--- config.mk ---
export PLATFORM = sky130hd
export DESIGN_NAME = char_jump_ctl
export DESIGN_NICKNAME = d
export VERILOG_FILES = /design/src/rtl/char_jump_ctl.sv
export SDC_FILE = /design/constraint.sdc
export NUM_CORES = 1
export LEC_CHECK = 0
export CAP_MARGIN = 15
export CORE_MARGIN = 1.5
export CORE_UTILIZATION = 52
export DETAILED_ROUTE_END_ITERATION = 12
export GPL_TIMING_DRIVEN = 1
export PLACE_DENSITY = 0.78
export SKIP_CTS_REPAIR_TIMING = 1
export SLEW_MARGIN = 20
export SYNTH_ARGS = -nofsm -noshare
export SYNTH_HDL_FRONTEND = slang
export SYNTH_SLANG_ARGS = --single-unit
--- constraint.sdc ---
create_clock -name clk_40MHz -period 3.7 [get_ports clk_40MHz]
set_input_delay 0.74 -clock clk_40MHz [delete_from_list [all_inputs] [get_ports clk_40MHz]]
set_output_delay 0.74 -clock clk_40MHz [all_outputs]
set_load 0.1 [all_outputs]
--- src/rtl/char_jump_ctl.sv ---
// SkyHop character jump/position controller: divides movement ticks into physics
// steps, runs the charge-and-release jump FSM and integrates character position.
module char_jump_ctl #(
    parameter int unsigned STEP_PERIOD = 10,
    parameter int unsigned V_BASE      = 4,
    parameter int unsigned CHARGE_MAX  = 12,
    parameter int unsigned X_START     = 400,
    parameter int unsigned Y_START     = 500,
    parameter int unsigned X_MIN       = 0,
    parameter int unsigned X_MAX       = 768
) (
    input  logic        clk_40MHz,
    input  logic        rst,
    input  logic        movement_tick,
    input  logic        jump_btn,
    input  logic        dir_left,
    input  logic        dir_right,
    input  logic [11:0] floor_y,
    output logic [11:0] xpos,
    output logic [11:0] ypos,
    output logic        in_air,
    output logic [3:0]  charge_level
);

    localparam int unsigned PW  = 12;
    localparam int unsigned SW  = PW + 1;
    localparam int unsigned VW  = 8;
    localparam int unsigned CHW = 4;
    localparam int unsigned CW  = ($clog2(STEP_PERIOD) > 5) ? $clog2(STEP_PERIOD) : 5;

    localparam logic signed [SW-1:0] XMIN_S = SW'(X_MIN);
    localparam logic signed [SW-1:0] XMAX_S = SW'(X_MAX);
    localparam logic signed [VW-1:0] VY_MAX = 8'sd15;

    typedef enum logic [1:0] {IDLE, CHARGE, AIR} state_t;

    state_t                 state_q, state_d;
    logic [CW-1:0]          step_cnt_q, step_cnt_d;
    logic signed [VW-1:0]   vy_q, vy_d;
    logic signed [1:0]      dx_q, dx_d;
    logic [CHW-1:0]         charge_q, charge_d;
    logic [PW-1:0]          xpos_q, xpos_d;
    logic [PW-1:0]          ypos_q, ypos_d;
    logic                   in_air_q, in_air_d;

    logic                   step_c;
    logic                   floor_below_c;
    logic                   floor_above_c;
    logic signed [SW-1:0]   y_n_c;
    logic signed [SW-1:0]   x_n_c;
    logic signed [SW-1:0]   floor_s_c;
    logic [VW-1:0]          launch_mag_c;
    logic signed [1:0]      launch_dx_c;

    // Step strobe and position arithmetic shared by the state logic
    always_comb begin
        step_c        = movement_tick && (step_cnt_q == CW'(STEP_PERIOD - 1));
        floor_below_c = floor_y > ypos_q;
        floor_above_c = floor_y < ypos_q;
        y_n_c         = $signed({1'b0, ypos_q}) + SW'(vy_q);
        x_n_c         = $signed({1'b0, xpos_q}) + SW'(dx_q);
        floor_s_c     = $signed({1'b0, floor_y});
        launch_mag_c  = VW'(V_BASE) + {{(VW-CHW){1'b0}}, charge_q};
        if (dir_right && !dir_left) begin
            launch_dx_c = 2'sb01;
        end else if (dir_left && !dir_right) begin
            launch_dx_c = 2'sb11;
        end else begin
            launch_dx_c = 2'sb00;
        end
    end

    // Next-state logic; everything except the tick divider moves only on step
    always_comb begin
        state_d    = state_q;
        step_cnt_d = step_cnt_q;
        vy_d       = vy_q;
        dx_d       = dx_q;
        charge_d   = charge_q;
        xpos_d     = xpos_q;
        ypos_d     = ypos_q;

        if (movement_tick) begin
            step_cnt_d = step_c ? '0 : step_cnt_q + CW'(1);
        end

        if (step_c) begin
            case (state_q)
                IDLE: begin
                    if (jump_btn) begin
                        state_d  = CHARGE;
                        charge_d = '0;
                    end else if (floor_below_c) begin
                        state_d = AIR;
                        vy_d    = '0;
                        dx_d    = '0;
                    end else if (floor_above_c) begin
                        ypos_d = floor_y;
                    end
                end
                CHARGE: begin
                    // Losing the floor overrides the button and drops the charge
                    if (floor_below_c) begin
                        state_d  = AIR;
                        vy_d     = '0;
                        dx_d     = '0;
                        charge_d = '0;
                    end else begin
                        if (floor_above_c) begin
                            ypos_d = floor_y;
                        end
                        if (jump_btn) begin
                            charge_d = (charge_q >= CHW'(CHARGE_MAX)) ? CHW'(CHARGE_MAX)
                                                                       : charge_q + CHW'(1);
                        end else begin
                            state_d  = AIR;
                            vy_d     = -$signed(launch_mag_c);
                            dx_d     = launch_dx_c;
                            charge_d = '0;
                        end
                    end
                end
                AIR: begin
                    if ((vy_q > 8'sd0) && (y_n_c >= floor_s_c)) begin
                        ypos_d  = floor_y;
                        vy_d    = '0;
                        state_d = IDLE;
                    end else if (y_n_c < 13'sd0) begin
                        ypos_d = '0;
                        vy_d   = '0;
                    end else begin
                        ypos_d = y_n_c[PW-1:0];
                        vy_d   = (vy_q >= VY_MAX) ? VY_MAX : vy_q + 8'sd1;
                    end
                    if (x_n_c < XMIN_S) begin
                        xpos_d = XMIN_S[PW-1:0];
                    end else if (x_n_c > XMAX_S) begin
                        xpos_d = XMAX_S[PW-1:0];
                    end else begin
                        xpos_d = x_n_c[PW-1:0];
                    end
                end
                default: begin
                    state_d = IDLE;
                end
            endcase
        end

        in_air_d = (state_d == AIR);
    end

    always_ff @(posedge clk_40MHz) begin
        if (rst) begin
            state_q    <= IDLE;
            step_cnt_q <= '0;
            vy_q       <= '0;
            dx_q       <= '0;
            charge_q   <= '0;
            xpos_q     <= PW'(X_START);
            ypos_q     <= PW'(Y_START);
            in_air_q   <= 1'b0;
        end else begin
            state_q    <= state_d;
            step_cnt_q <= step_cnt_d;
            vy_q       <= vy_d;
            dx_q       <= dx_d;
            charge_q   <= charge_d;
            xpos_q     <= xpos_d;
            ypos_q     <= ypos_d;
            in_air_q   <= in_air_d;
        end
    end

    assign xpos         = xpos_q;
    assign ypos         = ypos_q;
    assign in_air       = in_air_q;
    assign charge_level = charge_q;

endmodule

## Yosys cells after proc, flatten, opt, wreduce, memory -nomap -nowiden

Index checks and enable logic that the tools add are counted.

- Add/subtract/negate cells: 7
- Magnitude comparators: 9
- Equal/unequal tests: 8
- Multiplexer cells: 36
- Reductions and logical operators: 14

Operator list:

| kind | number |
|---|---|
| $mux 12 | 7 |
| $mux 8 | 7 |
| $pmux 12 s3 | 1 |
| $lt 13x1->1 const B | 2 |
| $mux 2 | 12 |
| $pmux 8 s3 | 1 |
| $mux 4 | 4 |
| $add 13x2->13 | 1 |
| $add 13x8->13 | 1 |
| $ge 13x13->1 | 1 |
| $gt 13x11->1 const B | 1 |
| $gt 12x12->1 | 1 |
| $lt 12x12->1 | 1 |
| $reduce_and 5->1 | 2 |
| $add 8x2->8 const B | 1 |
| $ge 8x5->1 const B | 1 |
| $gt 8x1->1 const B | 1 |
| $neg 5->8 | 1 |
| $pmux 4 s2 | 1 |
| $ne 2x2->1 const B | 3 |
| $pmux 2 s3 | 1 |
| $reduce_and 3->1 | 2 |
| $add 3x4->5 const A | 1 |
| $add 5x1->5 const B | 1 |
| other kinds (14) | 19 |

- Register bits after elaboration: 46
- Bits of input ports: 18
- Word-level logic and storage cells: 82

## Logic depth before layout (Yosys ltp)

- Depth after elaboration: 7
- Gate-level depth with buffers: 17
- Gate-level depth less buffers: 16

## Least setup slack after synthesis

OpenSTA, ideal clock, no wires.

- Path kind: register to register
- Start point: register ypos_q[2], in the netlist ypos[2]
- End point: register ypos_q[9], in the netlist ypos[9]
- Setup time: 0.086 ns
- Data arrival time: 4.267 ns
- Data required time: 3.614 ns
- Slack: -0.654 ns
- Stages on the path, launching flop included: 16
- Clock period less this slack: 4.354 ns
- Cells stage by stage: dfxtp_1 -> ha_1 -> and3_1 -> a221o_1 -> o311a_1 -> o21a_1 -> o31a_1 -> ha_1 -> nor4_1 -> nand3_1 -> a211oi_1 -> o21ai_0 -> mux2i_4 -> buf_6 -> o311ai_1 -> a221oi_2

- Word-level cells in the longest chain between the ends: 5
- Elaborated cells between the ends (all ways): 12
- Those cells by class: add/sub: 1; order compare: 4; mux: 6; reduce/logical: 1

RTL lines:

| element | line | source |
|---|---|---|
| start, declared | 43 | `logic [PW-1:0] ypos_q, ypos_d;` |
| start signal, assigned | 160 | `ypos_q <= PW'(Y_START);` |
| start signal, assigned | 169 | `ypos_q <= ypos_d;` |
| $add 13x8->13 or $lt 12x12->1 (tied branches) | 60, 59 |  |
| $lt 13x1->1 (tied with other cells) | 128 | `end else if (y_n_c < 13'sd0) begin` |
| $mux 12 (tied with other cells) | 128 |  |
| $mux 12, on equally long branches | - |  |
| $pmux 12 s3 * | 88 | `case (state_q)` |

Mark *: on every way between the ends. The rest lies on a longest branch, timed or not. The select of a mux whose other input is x is not followed.
A chain may end at the register's enable or synchronous reset.

## Worst setup path in the final report

- Start point: register ypos_q[1], in the netlist ypos[1]
- End point: register ypos_q[3], in the netlist ypos[3]

The elaborated chain is that of the path after synthesis.

==> metrics list <==
- Power spread over the standard cell area amounts to ~180 nW/um2.
* Worst setup slack before clock tree synthesis: -0.168 ns
- The die is between 90 and 100 um tall.
- Number of antenna violations at the first check in global routing: 0
- Critical path cell sequence: ha_4, a21o_1, a221o_1, o311a_1, o21a_1, o31a_1, ha_4, nor4_4, nand3_1, a211oi_2, o21ai_2, mux2i_4, buf_6, a221oi_1, a211oi_1
- TritonCTS built the clock tree.
- Clock network latency to the later pin of the worst-skew pair: 0.31 ns
- Peak supply drop: between 0.0001 and 0.00015 V
* Total global-route track usage: a little over a quarter
- The core region is ~7600 um2.
- Along the worst hold path, the cell count comes to 1.
- Counting flops with a built-in enable in the synthesized netlist gives 0.
- The worst register-to-register path has a depth of 15.
* Number of stages on the worst setup path: 15
- Fraction of the mapped netlist area in compound gates: between 20% and 30%
- STA classifies the critical path startpoint as a flip-flop.
- In this run the number of H-tree levels came out at 2.
* Fraction of layout cells with a size suffix above 1: roughly 16%
* Number of remaining DRC errors: 0
- The die is a little over 90 um wide.
- After global routing the overflow that remains totals 0.
- The tree is rooted in a sky130_fd_sc_hd__clkbuf_8.
* Cell with the largest stage delay on the worst path: sky130_fd_sc_hd__a221o_1
- Cell area after synthesis: around 4100 um2
- Setup violations remaining at the end of the flow were counted as 5.
- By area, the combinational part of the netlist is dominated by compound AO/OA/AOI/OAI gates.
- Total of buffers placed on input and output ports: 46
- Synth warn: 0
- Fin Hold WS: around 0.51 ns
- Highest net fanout along the worst path: 10
* Largest net degree at the start of global routing: 16
- After synthesis, flip-flops and latches occupy between 20% and 30% of the total area.
- CP Capture Type: flip-flop
* Post-DR wirelength/cell: ~17 um
- In this run, CTS created clock tree buffers numbering 5.
- Total number of nets in the final design: ~660
- Summing the areas of all and, or, nand and nor instances in the mapped netlist gives about a fifth of the synthesized area.
* Top-level port count: 47
- Vias per cell: about 6.1
* Top cell type by total area after synthesis: sky130_fd_sc_hd__dfxtp_1
* Finished Cell Area: roughly 5200 um2
* Max_cap viols: 0
- The via count of the first global-routing pass was approximately 3,800.
- Number of library cell types mapped by synthesis: 59
* Max Transition Viols Final: 0
- The routed design could run at a clock period as short as 3.74 ns.
* Share of synthesized cell area in full adder, half adder and majority cells: between 10% and 20%
* Filler cell count in the final layout: approximately 620
* Highest clock frequency the design can meet: around 270 MHz
* Top-area cell type share of the netlist area: 22.6%
* DP Area: 4850 um2
- Most frequently used flop master after synthesis: sky130_fd_sc_hd__dfxtp_1
* Post-detailed-route count of antenna-violating nets: 0
* XOR/XNOR Fraction of Synth Area: approximately 4.7%
* Mean post-synth cell area: a little over 8 um2
- The kind of cell with the highest combined delay along the critical path is compound AO/OA/AOI/OAI gates.
- Min setup slack post-route: -0.0433 ns
* Share of synthesized flip-flops with an asynchronous set or reset: 0%
- Detailed Routing Iterations Pass 1: 4
- Setup repair after global routing missed its margin: true
- The first global-routing pass estimated 18,200 um of wire.
* Data arrival time of the critical path: 3.95 ns
* Worst hold path class: reg2reg
- The clock drives between 40 and 50 sinks.
- The worst path uses 101% of the clock period.
- Power Total: around 0.00096 W
* Final hold violation count: 0
- The critical path is of the reg2reg type.
* Gate count of the mapped netlist: between 500 and 600
- Total die area: around 8400 um2
- DRT iter0 DRCs: 311
- After detailed routing, the total wire length is 11,200 um.
- Multiplexer share of the synthesized area: approximately 1.3%
- At the end of routability-driven placement, the weighted congestion stood at about 0.9.
- Headroom to the max-slew limit came out at between 30% and 40%.
* Total number of vias: ~4,100
* Site Rows: 32
* Detailed placer's ending HPWL: about 8500 um
- Leakage power: between 2 and 2.5 nW
* Layout Utilization: around 68%
- Syn Nets: approximately 590
* Starting density of the core: between 50% and 60%
* Clk slew on worst S/H paths: roughly 0.10 ns
* Worst-case clock skew: between 0.007 and 0.008 ns
- Synth top area cells: sky130_fd_sc_hd__dfxtp_1 23%, sky130_fd_sc_hd__ha_1 18%, sky130_fd_sc_hd__a21oi_1 4.3%, sky130_fd_sc_hd__nor2_1 3.9%, sky130_fd_sc_hd__inv_1 3.6%
- Leading cell type in the layout, fill and taps excluded: sky130_fd_sc_hd__ha_1
- The area growth from synthesis to layout is 28.3%.
- Transition time at the pin with the least slew margin: slightly below 1 ns
* Biggest cell delay along the critical path: around 0.39 ns
- CTS Buffer Depth: 2
* Result of the run: finished with violations
- Violated checks: negative setup slack
- Synthesis-stage register bit count: 46
* Required time of the critical path: between 3 and 4 ns
- Top library cells by usage in the layout, fill and taps aside: 50 x sky130_fd_sc_hd__ha_1, 46 x sky130_fd_sc_hd__clkdlybuf4s50_1, 42 x sky130_fd_sc_hd__nor2_1, 39 x sky130_fd_sc_hd__inv_1, 35 x sky130_fd_sc_hd__a21oi_1
- Together, buffers and inverters on the worst path number 1.
- Antenna fix cells: 0
- Among the stages of the critical path, the cell type that occurs most often is sky130_fd_sc_hd__ha_4.
==> state kept, by name (all words and copies together), names as in the netlist <==
name and cells:
charge_level 4, vy_q 8, ypos 12, in_air 1, step_cnt_q 5, xpos 12, dx_q 2, state_q 2
==> report_power, final <==
group / leakage [nW] / switching, W / internal [W] / total, W
registers: 0.375 / 0.00000231 / 0.000491 / 0.000494
clock network: 0.0567 / 0.000195 / 0.000176 / 0.000371
logic: 1.76 / 0.0000529 / 0.0000417 / 0.0000945
total: 2.19 / 0.000250 / 0.000709 / 0.000959
==> worst reg2reg max path: stages, from the launching register on <==
cell and delay, ns:
sky130_fd_sc_hd__dfxtp_4 0.37, sky130_fd_sc_hd__ha_4 0.22, sky130_fd_sc_hd__a21o_1 0.17, sky130_fd_sc_hd__a221o_1 0.39, sky130_fd_sc_hd__o311a_1 0.36, sky130_fd_sc_hd__o21a_1 0.25
sky130_fd_sc_hd__o31a_1 0.29, sky130_fd_sc_hd__ha_4 0.19, sky130_fd_sc_hd__nor4_4 0.16, sky130_fd_sc_hd__nand3_1 0.14, sky130_fd_sc_hd__a211oi_2 0.30, sky130_fd_sc_hd__o21ai_2 0.12
sky130_fd_sc_hd__mux2i_4 0.20, sky130_fd_sc_hd__buf_6 0.18, sky130_fd_sc_hd__a221oi_1 0.09, sky130_fd_sc_hd__a211oi_1 0.22
==> path summary, 6_finish.rpt <==
| check | from | end | slack [ns] |
|---|---|---|---|
| hold reg to reg | xpos[11]$_SDFFE_PP0P_ | xpos[11]$_SDFFE_PP0P_ | 0.51 |
| hold / removal | xpos[11]$_SDFFE_PP0P_ | xpos[11]$_SDFFE_PP0P_ | 0.51 |
| setup / recovery | ypos[1]$_SDFFE_PP0P_ | ypos[3]$_SDFFE_PP0P_ | -0.04 |
| setup reg to reg | ypos[1]$_SDFFE_PP0P_ | ypos[3]$_SDFFE_PP0P_ | -0.04 |
==> synthesized netlist by cell type (all sizes together) (8+ instances only) <==
master	n
a211oi	11
a21oi	35
a221oi	9
and3	8
clkbuf	9
dfxtp	46
ha	59
inv	39
nand2	28
nand2b	8
nand3	20
nor2	42
nor2b	8
nor3	13
o21a	12
o21ai	30
xnor2	10
xor2	12
==> per-layer routing <==
layer / track usage, % / part of all wire, %
met5: 0 / 0
met4: 5.34 / 1.2
met3: 4.27 / 4.6
met2: 43.7 / 46
met1: 36.9 / 48
==> cell type report <==
cell class | count | area (um2) | share of cell area, %
inverter | 39 | 146 | 2.80
tap | 102 | 128 | 2.44
clock buffer | 6 | 93.8 | 1.80
clock inverter | 2 | 13.8 | 0.264
multi-input combinational | 409 | 3180 | 60.9
sequential | 46 | 956 | 18.3
timing repair buffer | 75 | 706 | 13.5
==> per-stage QoR <==
step	std cells	TNS [ns]
after floorplan	506	0
after global placement	665	-0.0253
after detailed placement	665	-1.36
after CTS	673	-2.25
after global routing	679	-2.15
final	679	-0.116
==> kinds of logic (layout without fill, tap and decap cells) <==
| group | count (synthesis) | in the layout |
|---|---|---|
| simple gates | 163 | 163 |
| compound gates | 159 | 159 |
| fa+ha+maj | 61 | 61 |
| buf+inv | 51 | 122 |
| flops | 46 | 46 |
| xor+xnor | 22 | 22 |
| mux | 4 | 4 |
Power figures use the tool's default switching activity.
